**src/rtl/ct_rtu_scan_encode_64_pkg.sv**
```systemverilog
// Shared RTU constants, scan-encoder state encoding and the 6-to-64 one-hot expander.
package ct_rtu_scan_encode_64_pkg;

   localparam int ENTRY_NUM   = 64;
   localparam int ENTRY_IDX_W = 6;

   typedef enum logic {
      IDLE = 1'b0,
      SCAN = 1'b1
   } scan_state_e;

   // One-hot expansion of an entry index, shared with the rest of RTU.
   function automatic logic [ENTRY_NUM-1:0] rtuExpand6to64(input logic [ENTRY_IDX_W-1:0] idx);
      logic [ENTRY_NUM-1:0] onehot;
      onehot      = '0;
      onehot[idx] = 1'b1;
      return onehot;
   endfunction

endpackage

```
**src/rtl/ct_rtu_scan_encode_64_prio_enc.sv**
```systemverilog
// Combinational 64-to-6 priority encoder with selectable scan direction and single-bit detect.
module ct_rtu_prio_enc_64
   import ct_rtu_scan_encode_64_pkg::*;
(
   input  logic [ENTRY_NUM-1:0]   vec_i,
   input  logic                   lsb_first_i,
   output logic [ENTRY_IDX_W-1:0] idx_o,
   output logic                   single_o
);

   // The last match in loop order wins, so each loop walks toward its preferred end.
   always_comb begin
      idx_o = '0;
      if (lsb_first_i) begin
         for (int i = ENTRY_NUM - 1; i >= 0; i--) begin
            if (vec_i[i]) idx_o = ENTRY_IDX_W'(i);
         end
      end else begin
         for (int i = 0; i < ENTRY_NUM; i++) begin
            if (vec_i[i]) idx_o = ENTRY_IDX_W'(i);
         end
      end
   end

   assign single_o = (vec_i != '0) && ((vec_i & (vec_i - ENTRY_NUM'(1))) == '0);

endmodule

```
**src/rtl/ct_rtu_scan_encode_64.sv**
```systemverilog
// Serialises a 64-entry vector into a stream of set-bit indices with a valid/ready handshake.
module ct_rtu_scan_encode_64
   import ct_rtu_scan_encode_64_pkg::*;
#(
   parameter bit LSB_FIRST = 1'b1
) (
   input  logic                   forever_cpuclk,
   input  logic                   cpurst_b,
   input  logic                   x_load_vld,
   input  logic [ENTRY_NUM-1:0]   x_load_vec,
   output logic                   x_load_rdy,
   input  logic                   x_flush,
   output logic                   x_num_vld,
   output logic [ENTRY_IDX_W-1:0] x_num,
   output logic                   x_num_last,
   input  logic                   x_num_rdy,
   output logic                   x_done,
   output logic                   x_busy
);

   scan_state_e            state_q;
   logic [ENTRY_NUM-1:0]   mask_q;
   logic [ENTRY_NUM-1:0]   mask_d;
   logic                   done_q;
   logic [ENTRY_IDX_W-1:0] encIdx;
   logic                   encSingle;

   ct_rtu_prio_enc_64 u_prio_enc (
      .vec_i       (mask_q),
      .lsb_first_i (LSB_FIRST),
      .idx_o       (encIdx),
      .single_o    (encSingle)
   );

   assign mask_d = mask_q & ~rtuExpand6to64(encIdx);

   // Flush has priority over both load and handshake, and suppresses the completion pulse.
   always_ff @(posedge forever_cpuclk) begin
      if (!cpurst_b) begin
         state_q <= IDLE;
         mask_q  <= '0;
         done_q  <= 1'b0;
      end else begin
         done_q <= 1'b0;
         if (x_flush) begin
            state_q <= IDLE;
            mask_q  <= '0;
         end else begin
            case (state_q)
               IDLE: begin
                  if (x_load_vld) begin
                     mask_q <= x_load_vec;
                     if (x_load_vec == '0) begin
                        done_q <= 1'b1;
                     end else begin
                        state_q <= SCAN;
                     end
                  end
               end
               SCAN: begin
                  if (x_num_rdy) begin
                     mask_q <= mask_d;
                     if (encSingle) begin
                        state_q <= IDLE;
                        done_q  <= 1'b1;
                     end
                  end
               end
               default: begin
                  state_q <= IDLE;
                  mask_q  <= '0;
               end
            endcase
         end
      end
   end

   assign x_busy     = (state_q == SCAN);
   assign x_load_rdy = (state_q == IDLE);
   assign x_num_vld  = x_busy;
   assign x_num      = x_busy ? encIdx : '0;
   assign x_num_last = x_busy & encSingle;
   assign x_done     = done_q;

endmodule

```
**config.mk**
```make
export PLATFORM = sky130hd
export DESIGN_NAME = ct_rtu_scan_encode_64
export DESIGN_NICKNAME = d
export VERILOG_FILES = /design/src/rtl/ct_rtu_scan_encode_64_pkg.sv /design/src/rtl/ct_rtu_scan_encode_64_prio_enc.sv /design/src/rtl/ct_rtu_scan_encode_64.sv
export SDC_FILE = /design/constraint.sdc
export NUM_CORES = 1
export LEC_CHECK = 0
export BUFFER_PORTS_ARGS = -buffer_cell sky130_fd_sc_hd__buf_2
export CAP_MARGIN = 20
export CORE_MARGIN = 10
export CORE_UTILIZATION = 50
export DETAILED_ROUTE_END_ITERATION = 8
export PLACE_DENSITY = 0.72
export SLEW_MARGIN = 20
export SYNTH_ARGS = -nofsm -noshare
export SYNTH_HDL_FRONTEND = slang
export SYNTH_SLANG_ARGS = --single-unit
```
**constraint.sdc**
```tcl
create_clock -name forever_cpuclk -period 5 [get_ports forever_cpuclk]
set_input_delay 0.75 -clock forever_cpuclk [delete_from_list [all_inputs] [get_ports forever_cpuclk]]
set_output_delay 0.75 -clock forever_cpuclk [all_outputs]
set_load 0.01 [all_outputs]
```
==> results.tsv <==
metric	value	unit
syn-mean-instance-area	6.85	um2
dr_total_vias	6398	
mostFrequentLayoutCells	sky130_fd_sc_hd__nand2_1 (104), sky130_fd_sc_hd__buf_2 (79), sky130_fd_sc_hd__a21oi_1 (76)	
ir_worst_vdd	154	uV
tritoncts	built	
globalRouteTotalUtil	27.9	%
hold-worst-slack	588	ps
synth-edff-count	0	
clock_skew	11.7	ps
number_of_violations_reported_at_the_end_of_detailed_routing_iteration_0	775	
chipWidth	122	um
ctsLongestPathBuffers	2	
antennaDiodeCount	0	
reg2reg_depth	9	
pwr-share-comb	36.8	%
async_flop_share	0	%
crit_arrival	3810	ps
clockRootBuffer	sky130_fd_sc_hd__clkbuf_8	
route.final.wire_length	21200	um
worstHoldPathCells	2	
placement_rows	37	
power_switching	0.000634	W
worst_setup_path_class	flip-flop to primary output	
wire_per_inst	22.5	um
outcome	completed	
count_of_cell_types_in_the_netlist	55	
grt_setup_unrepaired	no	
clk_pin_slew	70	ps
postCtsSetupBuffers	0	
internal_power_summed_over_all_cells	0.000943	W
power.share.sequential	37.1	%
period_minus_slack	4560	ps
drt-vias-per-instance	6.81	
syn_to_final_growth	11.8	%
num_clock_sinks	66	
fp.dieArea	15000	um2
synth_cells	763	
numCtsBuffers	9	
synth-warning-count	0	
detail-route-antenna-nets	0	
clock_tree.htree_level_count	3	
drt-pass1-iter-count	5	
syn-cell-area	5230	um2
yosysTopAreaCell	sky130_fd_sc_hd__dfxtp_1	
place.port_buffers	79	
final.setup.tns	0	ps
grt.overflow.total	0	
finalSetupViolations	0	
hold_viol	0	
postLayoutSetupSlackWorst	435	ps
endpoint_kind	primary output	
finalCritPeriodShare	91.3	%
place.gp.congestion	0.967	
number_of_max_cap_violations	0	
clk-insertion-delay-late	360	ps
fillers	1024	
multiInputGateArea	3560	um2
yosys_register_bits	66	
finish.net_count	871	
switching_share	40.2	%
synth.net_count	832	
crit_path_max_fanout	17	
hold_removal_path_class	flip-flop to flip-flop	
part_of_the_yosys_area_used_for_sequential_elements	25.3	%
synth_largest_type_area_fraction	25.3	%
layout.cells.most_common	sky130_fd_sc_hd__nand2_1	
remaining_drc_errors	0	
io_pins	80	
seqCellArea	1320	um2
grt_pass1_vias	5879	
postCtsResizedCells	0	
timing.hold.worst_endpoint	mask_q[0]	
slew_headroom	15.6	%
ctsHoldBuffers	0	
detailedPlacementHpwl	15500	um
placed_cells	927	
max_freq	0.219	GHz
rr_endpoint	mask_q[55]	
core	10300	um2
final_max_slew_viol_count	0	
antenna_found_initial	0	
synth_top_flop_cell	sky130_fd_sc_hd__dfxtp_1	
drive_above_1_share	15.5	%
final-instance-count-excl-fill	940	
tightest_slew	1260	ps
initial_util	50.9	%
crit_required	4250	ps
die-height	122	um
netlist_top_cells_area	sky130_fd_sc_hd__dfxtp_1 (25%), sky130_fd_sc_hd__nand2_1 (7.5%), sky130_fd_sc_hd__a21oi_1 (7.3%)	
setup.worst_path.start_class	flip-flop	
launch_instance_of_the_worst_register_to_register_path	mask_q[63]	
placement.setup.worst_slack	856	ps
min-delay-start	mask_q[0]	
pwr_density_cell	270	nW/um2
clkPwrFrac	26.1	%
power.leakage	2.31	nW
grt_pass1_wl	33200	um
grt_max_degree	66	
setup.reg_to_reg.worst_slack	1170	ps
## worst max-delay path: stages, from the launching register on
cell and delay, ps:
sky130_fd_sc_hd__dfxtp_1 400, sky130_fd_sc_hd__or4_1 650, sky130_fd_sc_hd__or4_4 650, sky130_fd_sc_hd__nor4_2 300
sky130_fd_sc_hd__o22ai_1 120, sky130_fd_sc_hd__or4_1 580, sky130_fd_sc_hd__nor4_2 350, sky130_fd_sc_hd__and4bb_1 250
sky130_fd_sc_hd__buf_2 140
## cells in the mapped netlist (6+ instances only)
cell / number
sky130_fd_sc_hd__a211oi_1: 34
sky130_fd_sc_hd__or4_1: 13
sky130_fd_sc_hd__nor2b_1: 6
sky130_fd_sc_hd__or3_1: 10
sky130_fd_sc_hd__nor3_1: 27
sky130_fd_sc_hd__nor4_1: 45
sky130_fd_sc_hd__a31oi_1: 25
sky130_fd_sc_hd__nand4_1: 9
sky130_fd_sc_hd__nand2_1: 105
sky130_fd_sc_hd__clkbuf_1: 65
sky130_fd_sc_hd__mux2i_1: 28
sky130_fd_sc_hd__a21oi_1: 76
sky130_fd_sc_hd__inv_1: 25
sky130_fd_sc_hd__nor2_1: 71
sky130_fd_sc_hd__o31ai_1: 10
sky130_fd_sc_hd__nand3_1: 10
sky130_fd_sc_hd__a311oi_1: 20
sky130_fd_sc_hd__o21ai_0: 32
sky130_fd_sc_hd__dfxtp_1: 66
## area by class of cell
| cell class | count | share of cell area (%) |
|---|---|---|
| multi-input combinational | 603 | 60.9 |
| inverter | 25 | 1.60 |
| timing repair buffer | 97 | 9.28 |
| clock buffer | 13 | 2.72 |
| tap | 136 | 2.91 |
| sequential | 66 | 22.6 |
## flip-flops by register name, summed over array words and instances, names as in the netlist
signal  flops
x_done      1
mask_q     64
x_busy      1
## layer usage
| layer | part of all wire (%) | up-vias | GRT usage, % |
|---|---|---|---|
| met5 | 0 | - | 0 |
| met4 | 2.1 | 0 | 8.76 |
| met3 | 10 | 31 | 6.06 |
| met2 | 43 | 402 | 41.6 |
| met1 | 44 | 2996 | 39.2 |
| li1 | - | 2969 | - |
## how the worst max path moves through the flow
stage / slack (ps) / depth (start not counted) / end / from
final: 440 / 8 / x_num_last / mask_q[8]
after floorplan: 1140 / 10 / x_num_last / mask_q[1]
after global placement: 920 / 8 / x_num_last / mask_q[8]
after CTS: 450 / 8 / x_num_last / mask_q[8]
after detailed placement: 860 / 8 / x_num_last / mask_q[8]
after global routing: 330 / 8 / x_num_last / mask_q[8]
## kinds of logic (layout without fill, tap and decap cells)
| logic type | after synthesis | in the layout | share of synthesized area (%) |
|---|---|---|---|
| buffers and inverters | 94 | 135 | 7.25 |
| multiplexers | 28 | 28 | 5.36 |
| adder cells (fa/ha/maj) | 1 | 1 | 0.191 |
| AND/OR/NAND/NOR | 334 | 334 | 32.1 |
| flip-flops | 66 | 66 | 25.3 |
| AO/OA/AOI/OAI | 240 | 240 | 29.8 |
## per-stage QoR
stage / power (W) / utilization (%) / instance area, um2
after floorplan: 0.000922 / - / 5230
after global placement: 0.00115 / 55.4 / 5690
after detailed placement: 0.00115 / 55.4 / 5690
after CTS: 0.00155 / 56.9 / 5850
after global routing: 0.00165 / 56.9 / 5850
final: 0.00158 / 56.9 / 5850
## power groups by stage
stage / combinational, W / sequential, W / clock, W
2_1_floorplan: 0.000355 / 0.000567 / 0
3_3_place_gp: 0.000555 / 0.000593 / 0
3_5_place_dp: 0.000559 / 0.000595 / 0
4_1_cts: 0.000562 / 0.000583 / 0.000409
5_1_grt: 0.000622 / 0.000588 / 0.000437
6_report: 0.000581 / 0.000585 / 0.000411
No activity file was read; power rests on OpenSTA's default activity.
